`src/rtl/elpis_print_pkg.sv`:
```
// Shared definitions for the Elpis print outbox: register offsets, bit indices, bus FSM states.
// Pure declarations; no timing or flow control of its own.
package elpis_print_pkg;

    localparam logic [3:0] OFF_DATA   = 4'h0;
    localparam logic [3:0] OFF_STATUS = 4'h4;
    localparam logic [3:0] OFF_CTRL   = 4'h8;

    localparam int ST_CNT_LSB   = 0;
    localparam int ST_CNT_W     = 5;
    localparam int ST_EMPTY     = 6;
    localparam int ST_FULL      = 7;
    localparam int ST_UNDERFLOW = 8;

    localparam int CTRL_FLUSH     = 0;
    localparam int CTRL_CLR_UNDER = 1;
    localparam int CTRL_CLR_IRQ   = 2;

    typedef enum logic {
        WB_IDLE = 1'b0,
        WB_ACK  = 1'b1
    } wb_state_t;

    function automatic logic [31:0] pack_status(
        input logic                underflow,
        input logic                full,
        input logic                empty,
        input logic [ST_CNT_W-1:0] count
    );
        logic [31:0] s;
        s = '0;
        s[ST_CNT_LSB +: ST_CNT_W] = count;
        s[ST_EMPTY]               = empty;
        s[ST_FULL]                = full;
        s[ST_UNDERFLOW]           = underflow;
        return s;
    endfunction

endpackage

```
`src/rtl/elpis_print_fifo.sv`:
```
// Generic show-ahead FIFO: dout is the head entry, a push is visible one cycle later.
// Push while full and pop while empty are ignored; flush empties it and overrides both.
module elpis_print_fifo #(
    parameter int DEPTH = 4,
    parameter int WIDTH = 32
) (
    input  logic                     clk,
    input  logic                     rst,
    input  logic                     push,
    input  logic [WIDTH-1:0]         din,
    input  logic                     pop,
    input  logic                     flush,
    output logic [WIDTH-1:0]         dout,
    output logic [$clog2(DEPTH):0]   count,
    output logic                     full,
    output logic                     empty
);

    localparam int PTR_W = $clog2(DEPTH);
    localparam int CNT_W = PTR_W + 1;

    logic [WIDTH-1:0] mem [DEPTH];
    logic [PTR_W-1:0] wr_ptr;
    logic [PTR_W-1:0] rd_ptr;
    logic             do_push;
    logic             do_pop;

    assign full    = (count == CNT_W'(DEPTH));
    assign empty   = (count == '0);
    assign do_push = push && !full && !flush;
    assign do_pop  = pop && !empty && !flush;
    assign dout    = mem[rd_ptr];

    always_ff @(posedge clk or posedge rst) begin
        if (rst) begin
            wr_ptr <= '0;
            rd_ptr <= '0;
            count  <= '0;
        end else if (flush) begin
            wr_ptr <= '0;
            rd_ptr <= '0;
            count  <= '0;
        end else begin
            if (do_push) wr_ptr <= wr_ptr + PTR_W'(1);
            if (do_pop)  rd_ptr <= rd_ptr + PTR_W'(1);
            case ({do_push, do_pop})
                2'b10:   count <= count + CNT_W'(1);
                2'b01:   count <= count - CNT_W'(1);
                default: count <= count;
            endcase
        end
    end

    // Storage needs no reset: entries are only observable between the pointers.
    always_ff @(posedge clk) begin
        if (do_push) mem[wr_ptr] <= din;
    end

endmodule

```
`src/rtl/elpis_print_outbox.sv`:
```
// Queues Elpis core print values for Wishbone reads; each access acks one cycle after its strobe.
// print_ready = !full from registered count; optional irq_o under PRINT_IRQ_EN.
module elpis_print_outbox
    import elpis_print_pkg::*;
#(
    parameter int          DEPTH     = 4,
    parameter logic [31:0] BASE_ADDR = 32'h3000_0000
) (
    input  logic        wb_clk_i,
    input  logic        wb_rst_i,
    input  logic        print_valid,
    input  logic [31:0] print_data,
    output logic        print_ready,
    input  logic        wbs_cyc_i,
    input  logic        wbs_stb_i,
    input  logic        wbs_we_i,
    input  logic [3:0]  wbs_sel_i,
    input  logic [31:0] wbs_adr_i,
    input  logic [31:0] wbs_dat_i,
    output logic        wbs_ack_o,
    output logic [31:0] wbs_dat_o,
    output logic        la_print_pending
`ifdef PRINT_IRQ_EN
    ,
    output logic        irq_o
`endif
);

    localparam int CNT_W = $clog2(DEPTH) + 1;

    wb_state_t         state;
    wb_state_t         state_nxt;
    logic              hit;
    logic              acc;
    logic [1:0]        off;
    logic              rd_data;
    logic              ctrl_wr;
    logic              flush;
    logic              pop;
    logic              push;
    logic              underflow;
    logic [31:0]       rd_dat;
    logic [31:0]       rd_mux;
    logic [31:0]       status_word;
    logic [31:0]       fifo_dout;
    logic [CNT_W-1:0]  fifo_count;
    logic              fifo_full;
    logic              fifo_empty;

    assign off = wbs_adr_i[3:2];
    // Offset 0xC stays unclaimed so another slave may decode it.
    assign hit = wbs_cyc_i && wbs_stb_i &&
                 (wbs_adr_i[31:4] == BASE_ADDR[31:4]) && (off != 2'b11);
    assign acc = (state == WB_IDLE) && hit;

    assign rd_data = acc && !wbs_we_i && (off == OFF_DATA[3:2]);
    assign ctrl_wr = acc && wbs_we_i && (off == OFF_CTRL[3:2]) && wbs_sel_i[0];
    assign flush   = ctrl_wr && wbs_dat_i[CTRL_FLUSH];
    assign pop     = rd_data && !fifo_empty;

    assign print_ready      = !fifo_full;
    assign push             = print_valid && print_ready;
    assign la_print_pending = !fifo_empty;

    elpis_print_fifo #(
        .DEPTH (DEPTH),
        .WIDTH (32)
    ) u_fifo (
        .clk   (wb_clk_i),
        .rst   (wb_rst_i),
        .push  (push),
        .din   (print_data),
        .pop   (pop),
        .flush (flush),
        .dout  (fifo_dout),
        .count (fifo_count),
        .full  (fifo_full),
        .empty (fifo_empty)
    );

    assign status_word = pack_status(underflow, fifo_full, fifo_empty, ST_CNT_W'(fifo_count));

    always_ff @(posedge wb_clk_i or posedge wb_rst_i) begin
        if (wb_rst_i) state <= WB_IDLE;
        else          state <= state_nxt;
    end

    always_comb begin
        state_nxt = state;
        case (state)
            WB_IDLE: if (hit) state_nxt = WB_ACK;
            WB_ACK:  state_nxt = WB_IDLE;
            default: state_nxt = WB_IDLE;
        endcase
    end

    always_comb begin
        wbs_ack_o = 1'b0;
        wbs_dat_o = '0;
        if (state == WB_ACK) begin
            wbs_ack_o = 1'b1;
            wbs_dat_o = rd_dat;
        end
    end

    // Read data is captured on the accepting edge, together with the pop it causes.
    always_comb begin
        rd_mux = '0;
        if (!wbs_we_i) begin
            if (off == OFF_DATA[3:2])        rd_mux = fifo_empty ? 32'h0 : fifo_dout;
            else if (off == OFF_STATUS[3:2]) rd_mux = status_word;
        end
    end

    always_ff @(posedge wb_clk_i or posedge wb_rst_i) begin
        if (wb_rst_i)  rd_dat <= '0;
        else if (acc)  rd_dat <= rd_mux;
    end

    always_ff @(posedge wb_clk_i or posedge wb_rst_i) begin
        if (wb_rst_i)                                    underflow <= 1'b0;
        else if (rd_data && fifo_empty)                  underflow <= 1'b1;
        else if (ctrl_wr && wbs_dat_i[CTRL_CLR_UNDER])   underflow <= 1'b0;
    end

`ifdef PRINT_IRQ_EN
    logic irq_q;

    // A push into an empty FIFO is the 0->1 count crossing; a same-edge clear loses to it.
    always_ff @(posedge wb_clk_i or posedge wb_rst_i) begin
        if (wb_rst_i)                                  irq_q <= 1'b0;
        else if (push && fifo_empty && !flush)         irq_q <= 1'b1;
        else if (ctrl_wr && wbs_dat_i[CTRL_CLR_IRQ])   irq_q <= 1'b0;
    end

    assign irq_o = irq_q;

    logic unused_bits;
    assign unused_bits = ^{wbs_adr_i[1:0], wbs_dat_i[31:3], wbs_sel_i[3:1]};
`else
    logic unused_bits;
    assign unused_bits = ^{wbs_adr_i[1:0], wbs_dat_i[31:2], wbs_sel_i[3:1]};
`endif

endmodule

```
`config.mk`:
```
export PLATFORM = sky130hd
export DESIGN_NAME = elpis_print_outbox
export DESIGN_NICKNAME = d
export VERILOG_FILES = /design/src/rtl/elpis_print_pkg.sv /design/src/rtl/elpis_print_fifo.sv /design/src/rtl/elpis_print_outbox.sv
export SDC_FILE = /design/constraint.sdc
export NUM_CORES = 1
export LEC_CHECK = 0
export CAP_MARGIN = 25
export CORE_MARGIN = 1
export CORE_UTILIZATION = 35
export DETAILED_ROUTE_END_ITERATION = 10
export GPL_TIMING_DRIVEN = 0
export PLACE_DENSITY_LB_ADDON = 0.15
export SLEW_MARGIN = 30
export SYNTH_ARGS = -nofsm -noshare
export SYNTH_HDL_FRONTEND = slang
export SYNTH_SLANG_ARGS = --single-unit
```
`constraint.sdc`:
```
create_clock -name wb_clk_i -period 7.6 [get_ports wb_clk_i]
set_input_delay 1.14 -clock wb_clk_i [delete_from_list [all_inputs] [get_ports wb_clk_i]]
set_output_delay 1.14 -clock wb_clk_i [all_outputs]
set_load 0.01 [all_outputs]
```
Word-level counts from Yosys, hierarchy flattened. Memory sizes are Yosys's and may differ from the RTL's. Cells that the tools add are included.

Logic and storage cells: 65. Memories: 1. Bits in writable memories: 128. Output and inout port bits: 35. Flip-flop bits (word level): 41. Bits of input ports: 106.

Memories: u_fifo.mem (words 4, width 32, rd ports 1, clocked after Yosys merged registers in 0, write ports 1, line elpis_print_fifo.sv:22) `logic [WIDTH-1:0] mem [DEPTH];`.

Mux-type cells: 18. Eq/ne operators: 7. Bitwise logic cells: 1. Reductions and logical operators: 28. Add/subtract/negate cells: 4.

Operators with widths (count): 32-bit 2-to-1 mux (4); 28-bit by 26-bit equality test with 1-bit output, second input constant (1); 1-bit logical AND (18); 9-bit 2-to-1 mux (1); 2-bit 2-to-1 mux (4); 1-bit 2-to-1 mux (6); 3-bit one-hot mux with 2 select lines (1); 2-bit nonzero test (3); 2-bit by 1-bit adder with 2-bit output, second input constant (2); 2-bit by 1-bit equality test with 1-bit output, second input constant (2); 2-bit equality test, second input constant (2); 1-bit logical NOT (4); 3-bit by 1-bit adder with 3-bit output, second input constant (1); 3-bit equality test, second input constant (1); 3-bit logical NOT (1); 3-bit 2-to-1 mux (1); 3-bit nonzero test (1); 3-bit by 1-bit subtractor with 3-bit output, second input constant (1); 2-bit logical NOT (1); 2-bit inequality test, second input constant (1); 1-bit one-hot mux with 2 select lines (1); 1-bit NOT (1).

Longest topological paths before layout. Gate-level depths: netlist (run 1).

Depth after elaboration: 13. Mapped depth: 11. Gate-level depth less buffers: 9.

By module. From an unflattened synthesis (run 1), not the netlist that was laid out.

Cells, all modules: 434. Area total of the unflattened synthesis: 7076.8 µm².

By module, submodules not included: elpis_print_fifo (seq. area each 4018.9 µm², times used 1, area each 5182.5 µm², cells each 231); elpis_print_outbox (seq. area each 850.8 µm², times used 1, area each 1894.3 µm², cells each 203).

Least setup slack after synthesis (run 1). No wires, ideal clock.

Kind: input port to flip-flop. Start point: in wbs_adr_i[24]. End point: reg u_fifo.count[1]. Cell stages on the path: 10. Required time: 7453 ps. Path buffers: 2. Data arrival time: 3165 ps. Setup time: 147 ps. Setup slack: 4288 ps. Cells stage by stage: nor4b_2 > nand4_2 > nor4_4 > buf_4 > buf_2 > and2_1 > fa_1 > nand2_1 > mux2_2 > a21oi_1.

Longest elaborated chain between the ends: 13. Elaborated cells between the ends (all ways): 20. Classes of those cells: eq/ne: 3; mux: 2; reduce/logical: 15.

RTL lines: start: declaration (line elpis_print_outbox.sv:18) `input logic [31:0] wbs_adr_i,`; 28-bit by 26-bit equality test with 1-bit output (*) (line elpis_print_outbox.sv:53) `(wbs_adr_i[31:4] == BASE_ADDR[31:4]) && (off != 2'b11);`; 1-bit logical AND (*) (line elpis_print_outbox.sv:52) `assign hit = wbs_cyc_i && wbs_stb_i &&`; 1-bit logical AND (*) (line elpis_print_outbox.sv:53); 1-bit logical AND (*) (line elpis_print_outbox.sv:54) `assign acc = (state == WB_IDLE) && hit;`; 1-bit logical AND (3 in series) (line elpis_print_outbox.sv:57) `assign ctrl_wr = acc && wbs_we_i && (off == OFF_CTRL[3:2]) && wbs_sel_i[0];`; 1-bit logical AND (line elpis_print_outbox.sv:58) `assign flush = ctrl_wr && wbs_dat_i[CTRL_FLUSH];`; 1-bit logical NOT (line elpis_print_fifo.sv:30, elpis_print_fifo.sv:31); 1-bit logical AND, on equally long branches (line elpis_print_fifo.sv:31, elpis_print_fifo.sv:30); 2-bit by 1-bit equality test with 1-bit output / 2-bit equality test (equally long branches) (line elpis_print_fifo.sv:46) `case ({do_push, do_pop})`; 3-bit one-hot mux with 2 select lines (line elpis_print_fifo.sv:46); 3-bit 2-to-1 mux (line elpis_print_fifo.sv:39) `end else if (flush) begin`; end signal: assignment (line elpis_print_fifo.sv:47) `2'b10: count <= count + CNT_W'(1);`; end signal: assignment (line elpis_print_fifo.sv:48) `2'b01: count <= count - CNT_W'(1);`; end signal: assignment (line elpis_print_fifo.sv:49) `default: count <= count;`; end: declaration (line elpis_print_fifo.sv:14) `output logic [$clog2(DEPTH):0] count,`.

Every way passes the cells marked *; elsewhere a longest branch is shown, timed or not. A chain may end at the register's enable or synchronous reset.

Worst setup path after layout (run 1).
Start point: in wbs_adr_i[15]. End point: reg u_fifo.count[1].

Same word-level chain as after synthesis.

==> PnR_summary.wiki, run 1 <==
{| class="wikitable"
! Metric !! Value
|-
| Routed Antenna Nets || 0
|-
| CP Capture Type || register
|-
| Clock-pin slew of the registers on the worst-case setup and hold paths || 60 ps
|-
| Clock Latency Late Sink || between 400 and 500 ps
|-
| Via density || ~5
|-
| Die width || 141 µm
|-
| Number of antenna repair diodes || 0
|-
| Largest net degree at the start of global routing || 33
|-
| Buffers on Ports || 105
|-
| Share of the cycle needed by the critical path after routing || 48.0%
|-
| Most frequent standard cell in the layout excluding fill and tap cells || sky130_fd_sc_hd__edfxtp_1
|-
| DP Worst Slack || roughly 3400 ps
|-
| Starting DRT DRC Count || around 160
|-
| First-pass iteration count of the detailed router || 4
|-
| RD Place Congestion || 0.725
|-
| Unrepaired setup endpoints after global routing || false
|-
| Flip-flop cell with the highest count after synthesis || sky130_fd_sc_hd__edfxtp_1
|-
| Layout cell share with drive strength beyond 1 || between 10% and 20%
|-
| Buffer depth of the longest clock path || 2
|-
| Fraction of registers with async set/reset || 24.3%
|-
| Warnings, synthesis || 0
|-
| Standby leakage power || a little over 3 nW
|-
| Largest vdd supply drop || approximately 160 µV
|-
| Clock tree root driver cell || sky130_fd_sc_hd__clkbuf_16
|-
| Htree depth || 4
|-
| Worst relative slew slack || 49.6%
|-
| Reg2Reg Depth || 10
|-
| Syn_nets || roughly 480
|-
| Synthesized instance count || 373
|-
| Total Routed Length || approximately 15000 µm
|-
| Final count of negative-setup-slack endpoints || 0
|-
| Number of global-route vias before repair || between 3k and 4k
|-
| Number of enable-type register cells in the synthesized netlist || roughly 130
|-
| Layout overhead on the synthesized area || 29.1%
|-
| CTS Sinks || 169
|-
| Critical setup path kind || in -> reg
|-
| Required time of the worst setup path || 7870 ps
|-
| Net total in the final layout || just over 600
|-
| Hold Path Depth || 1
|-
| Standard-cell rows || 50
|-
| Total negative setup slack || 0 ps
|-
| Clock Skew || 14.5 ps
|-
| Vias post-DR || approximately 3.7k
|-
| Number of library cell types mapped by synthesis || 40
|-
| Share of Yosys cell area claimed by the top area cell type || 57.1%
|-
| Area of the core || around 19000 µm²
|-
| Cts repair resizes || 0
|-
| Die area || 19800 µm²
|-
| Number of buffers added to fix hold violations after cts || 0
|-
| Average instance area after synthesis || roughly 18 µm²
|-
| Top fanout value on the critical path || 10
|-
| Max capacitance violation total || 0
|-
| Synthesis-stage register bit count || 169
|-
| WL per Instance || 19.6 µm
|-
| Final hold violation count || 0
|-
| Path category of the worst min-delay check || reg -> reg
|-
| Number of ports placed on the die boundary || roughly 140
|-
| Global-route wire length before repair || between 20000 and 25000 µm
|-
| Number of buffers inserted during clock tree synthesis || 17
|-
| Most frequent cells in the layout || sky130_fd_sc_hd__edfxtp_1 (128), sky130_fd_sc_hd__clkdlybuf4s50_1 (105), sky130_fd_sc_hd__dfrtp_1 (41)
|-
| Largest area contributor in the netlist || sky130_fd_sc_hd__edfxtp_1
|-
| TritonCTS clock tree || yes
|-
| Arrival time reported for the critical path endpoint || about 3900 ps
|-
| Overall track demand over capacity in global routing || about 16%
|-
| Half-perimeter wire length of the detailed placement result || around 9300 µm
|-
| Pwr Density || ~270 nW/µm²
|-
| Cell types with the largest area share after synthesis || sky130_fd_sc_hd__edfxtp_1 (57%), sky130_fd_sc_hd__dfrtp_1 (15%), sky130_fd_sc_hd__mux4_2 (11%)
|-
| DRC || 0
|-
| Setup Fix Bufs, Post-CTS || 0
|-
| Total overflow reported by the global router || 0
|-
| Synth Cell Area || approximately 6700 µm²
|-
| Initial core utilization || around 36%
|-
| Category of the worst setup path launch point || input port
|-
| Least setup slack across all paths after layout || between 3000 and 4000 ps
|-
| Initial antenna violation count || 0
|-
| Achievable clock frequency || about 270 MHz
|-
| Sequential cell area fraction in the yosys report || just over 70%
|-
| Slew of the pin with the lowest slew margin || roughly 750 ps
|-
| Final critical-path required period || 3650 ps
|-
| Max Transition Viols Final || 0
|-
| Run status || finished, final reports clean
|-
| Vertical die dimension || between 100 and 150 µm
|}
==> Yosys cell counts, drive strengths merged (3+ instances only) <==
library cell,n
edfxtp,128
dfrtp,41
and2,38
mux4,32
nand2,30
a22o,26
buf,12
clkbuf,9
nor4,7
inv,5
nor2,5
o211ai,5
ha,4
o21ai,3
==> critical path, stage by stage <==
cell and delay (ps):
sky130_fd_sc_hd__clkdlybuf4s50_1 420, sky130_fd_sc_hd__nor4_1 310, sky130_fd_sc_hd__nand4_1 250, sky130_fd_sc_hd__nor4_4 390, sky130_fd_sc_hd__buf_4 260, sky130_fd_sc_hd__buf_2 260
sky130_fd_sc_hd__and2_1 180, sky130_fd_sc_hd__fa_1 430, sky130_fd_sc_hd__nand2_1 70, sky130_fd_sc_hd__mux2_2 140, sky130_fd_sc_hd__a21oi_1 60
==> path summary, 6_finish.rpt <==
| check | slack, ps | startpoint | to |
|---|---|---|---|
| worst max-delay path | 3950 | wbs_adr_i[15] | u_fifo.count[1] |
| worst min-delay path | 500 | rd_dat[16] | rd_dat[16] |
| worst max register to register | 4670 | state | u_fifo.count[1] |
| worst min register to register | 500 | rd_dat[16] | rd_dat[16] |
| max in group asynchronous | 5980 | wb_rst_i | rd_dat[6] |
| min in group asynchronous | 1100 | wb_rst_i | rd_dat[4] |
==> cell families (layout without fill, tap and decap cells) <==
| group | after synthesis | count (layout) | synth area share, % |
|---|---|---|---|
| XOR/XNOR | 3 | 3 | 0.595 |
| adder cells (fa/ha/maj) | 5 | 5 | 1.04 |
| flip-flops | 169 | 169 | 72.3 |
| multiplexers | 36 | 36 | 11.3 |
| buffers and inverters | 26 | 164 | 1.73 |
| AND/OR/NAND/NOR | 96 | 96 | 8.42 |
| AO/OA/AOI/OAI | 38 | 38 | 4.55 |
==> cell type report <==
type                    instances  area, µm²
clock buffers                  23        478
well taps                     234        293
plain buffers                  21        100
inverters                       5       18.8
clock inverters                 9       98.8
fillers                      1656      10100
flip-flops and latches        169       4870
repair buffers                106       1080
multi-input cells             178       1760
==> flip-flops by register name (all words and copies together) (netlist names) <==
| signal | flops |
|---|---|
| state | 1 |
| u_fifo.rd_ptr | 2 |
| u_fifo.wr_ptr | 2 |
| u_fifo.count | 3 |
| rd_dat | 32 |
| u_fifo.mem | 128 |
| underflow | 1 |
==> metrics by stage <==
stage / hold slack [ps] / util [%] / cell area [µm²] / cells / power (mW)
floorplan: 454 / - / 6730 / 373 / 1.37
global route: 513 / 46.3 / 8690 / 745 / 2.42
global placement: 478 / 43.0 / 8080 / 712 / 1.49
CTS: 500 / 46.3 / 8690 / 745 / 2.35
detailed placement: 484 / 43.2 / 8110 / 713 / 1.52
finish: 496 / 46.3 / 8690 / 745 / 2.32
==> power by group <==
group	total [mW]	internal, mW	switching (mW)
Combinational	0.282	0.122	0.159
Clock	0.835	0.506	0.329
Sequential	1.20	1.16	0.0426
Total	2.32	1.79	0.531
==> routing by layer <==
layer / wire length, µm / track usage (%) / up-vias
met5: 0 / 0 / -
met4: 144 / 5.55 / 0
met3: 807 / 4.42 / 12
met2: 7190 / 25.6 / 107
met1: 6440 / 19.6 / 1905
li1: - / - / 1699
Note: power is estimated with default switching activity, not from simulation.
==> run 2: changes to the inputs <==
==> constraint.sdc (replaced) <==
create_clock -name wb_clk_i -period 3.15 [get_ports wb_clk_i]
set_input_delay 0.4725 -clock wb_clk_i [delete_from_list [all_inputs] [get_ports wb_clk_i]]
set_output_delay 0.4725 -clock wb_clk_i [all_outputs]
set_load 0.01 [all_outputs]
==> PnR_summary.wiki, run 2 (synthesis results as in run 1) <==
{| class="wikitable"
! Metric !! Value
|-
| Half-perimeter wire length of the detailed placement result || roughly 9000 µm
|-
| Share of the cycle needed by the critical path after routing || 92.4%
|-
| Initial core utilization || 35.9%
|-
| DRC || 0
|-
| Largest net degree at the start of global routing || 33
|-
| Final hold violation count || 0
|-
| Max capacitance violation total || 0
|-
| Endpoint of the worst register-to-register path || u_fifo.count[1]
|-
| Routed Antenna Nets || 0
|-
| Required time of the worst setup path || about 3400 ps
|-
| Initial antenna violation count || 0
|-
| Buffers on Ports || between 100 and 150
|-
| Number of global-route vias before repair || 3894
|-
| Htree depth || 4
|-
| First-pass iteration count of the detailed router || 4
|-
| Max Transition Viols Final || 0
|-
| Vertical die dimension || around 140 µm
|-
| RD Place Congestion || 0.725
|-
| Largest vdd supply drop || between 300 and 400 µV
|-
| Register-to-Register Setup Slack || 360 ps
|-
| Path category of the worst min-delay check || in -> async
|-
| TritonCTS clock tree || yes
|-
| Top fanout value on the critical path || 10
|-
| Standard-cell rows || 50
|-
| Number of ports placed on the die boundary || between 100 and 150
|-
| Longest individual stage delay on the worst path || approximately 440 ps
|-
| Category of the worst setup path launch point || input port
|-
| Cell breakdown of the critical path || clkdlybuf4s50_1 > nor4b_2 > nand4_2 > nor4_4 > buf_4 > buf_2 > and2_1 > fa_1 > nand2_1 > mux2_2 > a21oi_1
|-
| Number of antenna repair diodes || 0
|-
| Worst relative slew slack || between 40% and 50%
|-
| Top delay family on crit path || simple AND/OR/NAND/NOR gates
|-
| Cts repair resizes || 0
|-
| Met3 layer usage reported by global route || under 10%
|-
| Slew of the pin with the lowest slew margin || 755 ps
|-
| Arrival time reported for the critical path endpoint || 3180 ps
|-
| Worst path buffer plus inverter count || 3
|-
| Die area || 19800 µm²
|-
| Total Routed Length || about 15000 µm
|-
| Unrepaired setup endpoints after global routing || false
|-
| Critical setup path kind || in -> reg
|-
| Most frequent standard cell in the layout excluding fill and tap cells || sky130_fd_sc_hd__edfxtp_1
|-
| Number of buffers added to fix hold violations after cts || 0
|-
| Clock tree root driver cell || sky130_fd_sc_hd__clkbuf_16
|-
| Most used routing layer in global routing || met2
|-
| Vias post-DR || about 3.7k
|-
| Via density || between 5 and 6
|-
| WL per Instance || approximately 20 µm
|-
| Largest register FFs || approximately 130
|-
| Overall track demand over capacity in global routing || 15.5%
|-
| Buffer depth of the longest clock path || 2
|-
| Achievable clock frequency || 343 MHz
|-
| Standby leakage power || just over 3 nW
|-
| Number of buffers inserted during clock tree synthesis || 17
|-
| Reg2Reg Depth || 10
|-
| Total overflow reported by the global router || 0
|-
| Global-route wire length before repair || between 20000 and 25000 µm
|-
| Clock Latency Late Sink || about 430 ps
|-
| Layout cell share with drive strength beyond 1 || between 10% and 20%
|-
| Number of instances in the placed design || a little over 700
|-
| Starting DRT DRC Count || between 150 and 200
|-
| Clock-pin slew of the registers on the worst-case setup and hold paths || roughly 60 ps
|-
| Die width || 141 µm
|-
| Run status || finished, final reports clean
|-
| Setup Fix Bufs, Post-CTS || 0
|-
| Met2 usage || between 20% and 30%
|-
| Clock Skew || ~15 ps
|-
| CTS Sinks || ~170
|-
| Most flop-heavy register || u_fifo.mem
|-
| Area of the core || between 15000 and 20000 µm²
|-
| Crit path max-delay cell type || sky130_fd_sc_hd__fa_1
|-
| Final count of negative-setup-slack endpoints || 0
|-
| CP Capture Type || register
|-
| GR Layer Usage met1 || 19.6%
|-
| Fraction of the core area covered by cells at the end of the flow || a little under half
|-
| Layout overhead on the synthesized area || 29.3%
|-
| Number of cells in the finished layout apart from fillers || 747
|-
| Origin of the critical flop-to-flop path || state
|-
| Largest regs || u_fifo.mem x128, rd_dat x32, u_fifo.count x3
|-
| Net total in the final layout || about 600
|-
| Most frequent cells in the layout || sky130_fd_sc_hd__edfxtp_1 (128), sky130_fd_sc_hd__clkdlybuf4s50_1 (105), sky130_fd_sc_hd__dfrtp_1 (41)
|-
| Pwr Density || approximately 640 nW/µm²
|-
| Final critical-path required period || between 2000 and 3000 ps
|}
-- run 2: routing by layer --
metal / part of all wire, % / wire length [µm] / vias up
met5: 0 / 0 / -
met1: 44 / 6470 / 1915
li1: - / - / 1702
met4: 0.98 / 144 / 0
met3: 5.6 / 821 / 12
met2: 49 / 7230 / 107
-- run 2: final cells by class --
type,instances,area [µm²]
buffer,21,100
clock buffer,23,478
clock inverter,9,98.8
fill,1660,10100
inverter,5,18.8
multi-input combinational,178,1760
sequential,169,4870
tap,234,293
timing repair buffer,108,1090
-- run 2: worst max-delay path by stage --
stage | start | to | slack [ps] | cells past startpoint
6_report | wbs_adr_i[24] | u_fifo.count[1] | 240 | 11
5_1_grt | wbs_adr_i[15] | u_fifo.count[1] | 60 | 11
3_3_place_gp | wbs_adr_i[9] | u_fifo.mem[3][9] | -610 | 6
2_1_floorplan | wbs_adr_i[24] | u_fifo.count[1] | 510 | 10
4_1_cts | wbs_adr_i[15] | u_fifo.count[1] | 110 | 11
3_5_place_dp | wbs_adr_i[24] | u_fifo.count[1] | -340 | 11
-- run 2: power breakdown --
group,internal [mW],switching [mW]
combinational,0.295,0.387
sequential,2.80,0.104
clock,1.22,0.792
total,4.31,1.28
-- run 2: through the flow --
stage	setup TNS (ps)	cell area, µm²	setup WS, ps	hold slack, ps	power (mW)
after floorplan	0	6730	506	454	3.31
after CTS	0	8690	111	444	5.68
after detailed placement	-488	8110	-338	484	3.66
final	0	8710	238	436	5.60
after global placement	-76400	8080	-609	478	3.61
after global routing	0	8710	63.8	487	5.84
